$ cat src/rtl/spi_slave_sync.sv
// SPI slave running entirely in the system clock domain: oversampled pins, all four
// SPI modes, configurable word width and bit order, valid/ready RX and TX streams.
module spi_slave_sync #(
   parameter int unsigned FPGA_CLK  = 12_000_000,
   parameter int unsigned SPI_CLK   = 1_000_000,
   parameter int unsigned DATA_W    = 8,
   parameter int unsigned CPOL      = 0,
   parameter int unsigned CPHA      = 0,
   parameter int unsigned MSB_FIRST = 1
) (
   input  logic              clk,
   input  logic              rst_n,
   input  logic              sclk,
   input  logic              cs_n,
   input  logic              mosi,
   output logic              miso,
   output logic              miso_oe,
   output logic [DATA_W-1:0] rx_data,
   output logic              rx_valid,
   input  logic              rx_ready,
   input  logic [DATA_W-1:0] tx_data,
   input  logic              tx_valid,
   output logic              tx_ready,
   output logic              overrun,
   output logic              underrun
);

   localparam int unsigned       CNT_W     = $clog2(DATA_W);
   localparam logic [CNT_W-1:0]  LAST_BIT  = CNT_W'(DATA_W - 1);
   localparam logic              SCLK_IDLE = (CPOL != 0);

   if (64'(FPGA_CLK) < 64'(SPI_CLK) * 64'd8) begin : g_clk_chk
      $error("spi_slave_sync: FPGA_CLK must be at least 8*SPI_CLK");
   end
   if ((DATA_W < 4) || (DATA_W > 32)) begin : g_width_chk
      $error("spi_slave_sync: DATA_W must be in 4..32");
   end

   typedef enum logic {
      S_IDLE   = 1'b0,
      S_ACTIVE = 1'b1
   } state_t;

   state_t state_q, state_d;

   logic sclk_s1, sclk_s2, sclk_d;
   logic cs_s1, cs_s2, cs_d;
   logic mosi_s1, mosi_s2;

   logic [DATA_W-1:0] hold_q;
   logic [DATA_W-1:0] tx_shift;
   logic [DATA_W-1:0] rx_shift;
   logic [CNT_W-1:0]  bit_cnt;
   logic              need_load;

   logic sclk_rise, sclk_fall, lead_edge, trail_edge, sample_edge, shift_edge;
   logic cs_fall, cs_rise;
   logic do_start, do_stop, do_sample, do_shift;
   logic do_load, drive_first, drive_next, word_done;
   logic [DATA_W-1:0] load_word, tx_next, rx_next;

   function automatic logic first_bit(input logic [DATA_W-1:0] w);
      return (MSB_FIRST != 0) ? w[DATA_W-1] : w[0];
   endfunction

   // Two-flop synchronisers plus history flops for edge detection
   always_ff @(posedge clk or negedge rst_n) begin
      if (!rst_n) begin
         sclk_s1 <= SCLK_IDLE;
         sclk_s2 <= SCLK_IDLE;
         sclk_d  <= SCLK_IDLE;
         cs_s1   <= 1'b1;
         cs_s2   <= 1'b1;
         cs_d    <= 1'b1;
         mosi_s1 <= 1'b0;
         mosi_s2 <= 1'b0;
      end else begin
         sclk_s1 <= sclk;
         sclk_s2 <= sclk_s1;
         sclk_d  <= sclk_s2;
         cs_s1   <= cs_n;
         cs_s2   <= cs_s1;
         cs_d    <= cs_s2;
         mosi_s1 <= mosi;
         mosi_s2 <= mosi_s1;
      end
   end

   assign sclk_rise   = sclk_s2 & ~sclk_d;
   assign sclk_fall   = ~sclk_s2 & sclk_d;
   assign lead_edge   = (CPOL != 0) ? sclk_fall : sclk_rise;
   assign trail_edge  = (CPOL != 0) ? sclk_rise : sclk_fall;
   assign sample_edge = (CPHA != 0) ? trail_edge : lead_edge;
   assign shift_edge  = (CPHA != 0) ? lead_edge : trail_edge;
   assign cs_fall     = cs_d & ~cs_s2;
   assign cs_rise     = ~cs_d & cs_s2;

   always_ff @(posedge clk or negedge rst_n) begin
      if (!rst_n) state_q <= S_IDLE;
      else        state_q <= state_d;
   end

   always_comb begin
      state_d = state_q;
      case (state_q)
         S_IDLE:   if (cs_fall) state_d = S_ACTIVE;
         S_ACTIVE: if (cs_rise) state_d = S_IDLE;
         default:  state_d = S_IDLE;
      endcase
   end

   // Per-state action strobes; a CS rise masks any coincident SCLK edge
   always_comb begin
      do_start  = 1'b0;
      do_stop   = 1'b0;
      do_sample = 1'b0;
      do_shift  = 1'b0;
      case (state_q)
         S_IDLE:   do_start = cs_fall;
         S_ACTIVE: begin
            if (cs_rise) begin
               do_stop = 1'b1;
            end else begin
               do_sample = sample_edge;
               do_shift  = shift_edge;
            end
         end
         default: ;
      endcase
   end

   assign load_word   = tx_ready ? '0 : hold_q;
   assign do_load     = do_start | (do_shift & need_load);
   assign drive_first = do_shift & ~need_load & (CPHA != 0) & (bit_cnt == '0);
   assign drive_next  = do_shift & ~need_load & ~drive_first;
   assign word_done   = do_sample & (bit_cnt == LAST_BIT);
   assign tx_next     = (MSB_FIRST != 0) ? {tx_shift[DATA_W-2:0], 1'b0}
                                         : {1'b0, tx_shift[DATA_W-1:1]};
   assign rx_next     = (MSB_FIRST != 0) ? {rx_shift[DATA_W-2:0], mosi_s2}
                                         : {mosi_s2, rx_shift[DATA_W-1:1]};

   // Shift datapath, TX holding register and RX stream
   always_ff @(posedge clk or negedge rst_n) begin
      if (!rst_n) begin
         miso      <= 1'b0;
         miso_oe   <= 1'b0;
         rx_data   <= '0;
         rx_valid  <= 1'b0;
         tx_ready  <= 1'b1;
         overrun   <= 1'b0;
         underrun  <= 1'b0;
         hold_q    <= '0;
         tx_shift  <= '0;
         rx_shift  <= '0;
         bit_cnt   <= '0;
         need_load <= 1'b0;
      end else begin
         overrun  <= 1'b0;
         underrun <= 1'b0;
         miso_oe  <= (state_d == S_ACTIVE);

         // A load sees the pre-write hold content; a same-cycle write refills it
         if (tx_valid && tx_ready) begin
            hold_q   <= tx_data;
            tx_ready <= 1'b0;
         end else if (do_load) begin
            tx_ready <= 1'b1;
         end

         if (rx_valid && rx_ready) rx_valid <= 1'b0;
         if (word_done) begin
            rx_data  <= rx_next;
            rx_valid <= 1'b1;
            overrun  <= rx_valid & ~rx_ready;
         end

         if (do_stop) begin
            bit_cnt   <= '0;
            miso      <= 1'b0;
            need_load <= 1'b0;
         end else begin
            if (do_load) begin
               tx_shift  <= load_word;
               need_load <= 1'b0;
               underrun  <= tx_ready;
               if (!(do_start && (CPHA != 0))) miso <= first_bit(load_word);
            end else if (drive_first) begin
               miso <= first_bit(tx_shift);
            end else if (drive_next) begin
               tx_shift <= tx_next;
               miso     <= first_bit(tx_next);
            end

            if (do_sample) begin
               rx_shift <= rx_next;
               if (word_done) begin
                  bit_cnt   <= '0;
                  need_load <= 1'b1;
               end else begin
                  bit_cnt <= bit_cnt + CNT_W'(1);
               end
            end
         end
      end
   end

endmodule

$ cat config.mk
export PLATFORM = sky130hd
export DESIGN_NAME = spi_slave_sync
export DESIGN_NICKNAME = d
export VERILOG_FILES = /design/src/rtl/spi_slave_sync.sv
export SDC_FILE = /design/constraint.sdc
export NUM_CORES = 1
export LEC_CHECK = 0
export CAP_MARGIN = 20
export CELL_PAD_IN_SITES_DETAIL_PLACEMENT = 1
export CELL_PAD_IN_SITES_GLOBAL_PLACEMENT = 1
export CORE_ASPECT_RATIO = 1.75
export CORE_MARGIN = 1.5
export CORE_UTILIZATION = 35
export DETAILED_ROUTE_END_ITERATION = 8
export PLACE_DENSITY_LB_ADDON = 0.1
export SLEW_MARGIN = 20
export SYNTH_ARGS = -nofsm -noshare
export SYNTH_HDL_FRONTEND = slang
export SYNTH_SLANG_ARGS = --single-unit
$ cat constraint.sdc
create_clock -name clk -period 1.9 [get_ports clk]
set_input_delay 0.38 -clock clk [delete_from_list [all_inputs] [get_ports clk]]
set_output_delay 0.38 -clock clk [all_outputs]
set_load 0.01 [all_outputs]
# Yosys cells after proc, flatten, opt, wreduce, memory -nomap -nowiden
# Cells that the tools add are included.
[op_classes]
n_shift = 0
div_mod_pow = 0
add_sub_neg = 1
mul = 0
n_reduce_logical = 9
mux = 30
eq_ne = 1
n_bitwise = 17
n_lt_le_gt_ge = 0
[op_table]
columns = ["operator", "count"]
rows = [
  ["$mux W1", 23],
  ["$mux W7", 2],
  ["$mux W3", 3],
  ["$and A1 B1 Y1", 8],
  ["$mux W8", 1],
  ["$not A1 Y1", 8],
  ["$reduce_bool A2 Y1", 4],
  ["$reduce_and A2 Y1", 2],
  ["$add A3 B1 Y3 const B", 1],
  ["$eq A3 B3 Y1 const B", 1],
  ["$reduce_bool A3 Y1", 1],
  ["$logic_and A1 B1 Y1", 2],
  ["$pmux W1 S2", 1],
  ["$or A1 B1 Y1", 1],
]
[word_totals]
romBits = 0
word_cells = 78
mem_bits_rw = 0
output_inout_bits = 14
ff_bits = 48
memories = 0
latch_bits = 0
in_bits = 15

# Logic depth before layout (Yosys ltp)
[logic_depth]
word_depth = 10
mapped_depth = 5
ltp_nobuf = 5

# Worst setup path before layout
# OpenSTA, ideal clock, no wires.
[synth_path]
path_kind = "register to register"
start = "reg cs_s2"
end = "reg rx_data[0]"
path_slack_ns = 0.316
t_arrival_ns = 1.458
required_ns = 1.775
period_less_slack_ns = 1.584
stages_incl_launch_ff = 6
path_buffers = 1
setup_time_ns = 0.125
path_cell_list = "dfstp_2 -> nor2b_1 -> nor3_4 -> nand2_1 -> buf_6 -> mux2_4"
[synth_between]
elab_chain_cells = 4
[synth_rtl]
columns = ["element", "line", "source"]
rows = [
  ["start, declared", "47", "logic cs_s1, cs_s2, cs_d;"],
  ["start signal, assigned", "82", "cs_s2 <= cs_s1;"],
  ["$and A1 B1 Y1", "96", "assign cs_rise = ~cs_d & cs_s2;"],
  ["$mux W1", "121", "if (cs_rise) begin"],
  ["$mux W1", "118", "case (state_q)"],
  ["$and A1 B1 Y1", "136", "assign word_done = do_sample & (bit_cnt == LAST_BIT);"],
  ["end signal, assigned", "172", "rx_data <= rx_next;"],
  ["end, declared", "18", "output logic [DATA_W-1:0] rx_data,"],
]
# Every way passes these cells.
# A chain may end at the register's enable or synchronous reset.

# Worst setup path in the final report
[layout_path]
start = "reg tx_ready"
end = "out tx_ready"
[layout_rtl]
columns = ["element", "line", "source"]
rows = [
  ["start, declared", "23", "output logic tx_ready,"],
  ["start signal, assigned", "149", "tx_ready <= 1'b1;"],
  ["start signal, assigned", "165", "tx_ready <= 1'b0;"],
  ["start signal, assigned", "167", "tx_ready <= 1'b1;"],
]
# No word-level cell between the ends.

==> impl_metrics.toml <==
[timing]
clock.fmax_mhz = 547
timing.final.ws_setup_ns = 0.0726
hold_viol = 0
setup-tns-final_ns = 0
final-max-slew-violation-count = 0
worst-slew-pin-transition_ns = 0.561
period_minus_slack_ns = 1.83
fin_hold_ws_ns = 0.0667
setup_repair_after_global_routing_missed_its_margin = "false"
worst_clock_skew_ns = 0.00985
setup_viol = 0
relative_slew_margins_pct = 62.6
fin_crit_sh_pct = 96.2

[route]
wl_mm = 4.13
via_total_after_detailed_routing = 1293
routedWlPerCell_um = 15.9
drt_iter0_drc = 12
drt.antenna.violating_nets = 0
detailedRoute.firstPassIterationCount = 3
post-route-drc-count = 0
vias_per_cell = 4.99

[floorplanning]
die-width_um = 59.5
rows = 35
core-area_um2 = 5340
die_area_um2 = 6060
fp.dieH_um = 102
top_level_ports = 29
floorplan.initialDensity_pct = 36.6

[yosys]
synthesis.instances = 148
synth.cell_area_um2 = 1950
yosysUniqueCellTypes = 36
synth.net_count = 165
synth_enable_flop_cells = 0
synthesis.yosys.warnings = 0
yosys_register_bits = 48
synth-seq-area-share_pct = 61.7
post_synth.cell_area_avg_um2 = 13.2
synth_top_cell_by_area = "dfrtp_1"
ys_dominant_reg_cell = "dfrtp_1"
portion_of_synthesized_cell_area_occupied_by_the_leading_cell_type_pct = 56.3
dominant_cells_by_area_after_synthesis = "dfrtp_1 (56%), mux2_2 (9.2%), dfstp_2 (5.4%)"
ys_async_sr_fraction_pct = 100

[critical_path]
critical_path.cell_chain = "clkdlybuf4s50_1"
worst_path_max_delay_cell = "dfstp_2"
critPathMaxFanout = 6
startpoint_type = "flip-flop"
critPathMaxStageDelay_ns = 0.61
timing.rr.start = "miso_oe"
worst-endpoint-arrival_ns = 1.45
cp_data_required_time_ns = 1.52
criticalPathCategory = "flip-flop to output port"
timing.rr.end = "tx_shift[6]"
crit_path_launch = "tx_ready"
critical_path.top_delay_family = "flip-flops"
critical_path.n_buffers_inverters = 1
rr_worst_depth = 4
reg2reg_setup_slack_ns = 0.23
endpoint_type_of_the_worst_setup_path = "output port"

[global_routing]
gr-usage-all-layers_pct = 15.9
largest_net_degree_at_the_start_of_global_routing = 24
grt_first_pass_wirelength_mm = 7.13
number_of_global_route_vias_before_repair = 1489
number_of_antenna_violations_at_the_first_check_in_global_routing = 0
grt_overflow = 0

[final_layout]
drive_gt1_share_pct = 23.8
fillCellCount = 590
area_delta_synth_final_pct = 25.4
design.final.nets = 201
n_antenna_cell = 0

[clock_network]
number_of_instances_resized_during_post_cts_repair = 0
clock_insertion_delay_worst_skew_ns = 0.30
cts.path.max_buffers = 2
cts_tree = "yes"
cts.htree.levels = 2
tritoncts.num_buffers = 5
cts_setup_buffers = 0
cts.hold.buffers_added = 0
ctsRootBufferMaster = "clkbuf_8"
tritoncts_num_sinks = 48
cts.clk_slew.worst_paths_ns = 0.09

[power_and_ir_drop]
max-vdd-ir-drop_mv = 0.478
power.density_nw_per_um2 = 1050
leakage_power_nw = 1.09

[hold_path]
min-delay-path-class = "primary input to asynchronous set/reset pin"

[placed_design]
port-buffer-count = 28
place.gp.congestion = 0.744
dp_hpwl_mm = 3.12
dpl_worst_slack_ns = 0.227

[run_status]
run_status = "finished clean"

[flow_run]
cap_viol_max_count = 0
[area by class of cell]
cell class	instances	area (µm²)	area share [%]
Clock buffer	7	86.3	3.52
Clock inverter	1	7.51	0.306
Inverter	2	7.51	0.306
Multi-Input combinational cell	93	706	28.8
Sequential cell	48	1210	49.2
Tap cell	74	92.6	3.78
Timing Repair Buffer	34	345	14.1
[cells by family after synthesis]
| family | Yosys count | share of synthesized area [%] |
|---|---|---|
| buffers and inverters | 7 | 2.18 |
| adders and majority gates | 2 | 1.28 |
| DFF | 48 | 61.7 |
| muxes | 23 | 14.6 |
| and+or+nand+nor | 42 | 11.6 |
| AOI/OAI and AO/OA | 26 | 8.64 |
[per-layer routing]
metal	global-route usage (%)	up-vias	part of all wire [%]	routed length (µm)
met3	2.91	6	3.2	133
met5	0	-	0	0
li1	-	598	-	-
met4	7.87	0	3.1	127
met2	28.7	27	56	2300
met1	17.0	662	38	1570
[sequential cells by signal (all words and copies together) (netlist names)]
| register | flops |
|---|---|
| tx_ready | 1 |
| need_load | 1 |
| miso | 1 |
| sclk_d | 1 |
| overrun | 1 |
| cs_d | 1 |
| hold_q | 8 |
| tx_shift | 7 |
| mosi_s1 | 1 |
| miso_oe | 1 |
| rx_shift | 7 |
| sclk_s1 | 1 |
| mosi_s2 | 1 |
| underrun | 1 |
| cs_s1 | 1 |
| sclk_s2 | 1 |
| cs_s2 | 1 |
| rx_valid | 1 |
| rx_data | 8 |
| bit_cnt | 3 |
[cell usage after synthesis (2+ instances only)]
cell      instances
dfrtp_1          44
nand2b_1          2
o21ai_1           6
o21ai_0           4
and3_1            2
mux2_4            7
nand2_1          13
a31oi_1           6
o22ai_1           2
nor2_1            4
ha_1              2
inv_1             2
nand3b_1          2
nand3_1           6
nor3_1            6
buf_4             2
dfstp_2           4
mux2_2           16
[metrics by stage]
stage / util (%) / area [µm²] / cells / power [W]
after floorplan: - / 1950 / 148 / 0.00176
after global routing: 45.9 / 2450 / 259 / 0.00275
after global placement: 44.1 / 2360 / 251 / 0.00196
after detailed placement: 44.1 / 2360 / 251 / 0.00199
final: 45.9 / 2450 / 259 / 0.00258
after CTS: 45.9 / 2450 / 259 / 0.00263
[power breakdown]
part	total [W]	switching, W	leakage (nW)	internal, W
Combinational	0.000500	0.000204	0.454	0.000296
Sequential	0.00146	0.000179	0.593	0.00128
Clock	0.000621	0.000325	0.0445	0.000296
[placed cells by master, fill, tap and decap left out, types with 6 or more instances in the layout]
cell	n
clkbuf_8	6
mux2_4	7
nor3_1	6
clkdlybuf4s50_1	27
o21ai_1	6
nand2_1	13
mux2_2	16
dfrtp_1	44
a31oi_1	6
nand3_1	6
[worst max-delay path by stage]
stage / to / slack (ns) / cells after the start
6_report: tx_ready / 0.07 / 1
5_1_grt: tx_ready / 0.03 / 1
3_5_place_dp: rx_data[7] / 0.23 / 5
2_1_floorplan: rx_data[0] / 0.32 / 5
3_3_place_gp: tx_shift[6] / 0.26 / 4
4_1_cts: tx_ready / 0.05 / 1
Power figures use the tool's default switching activity.
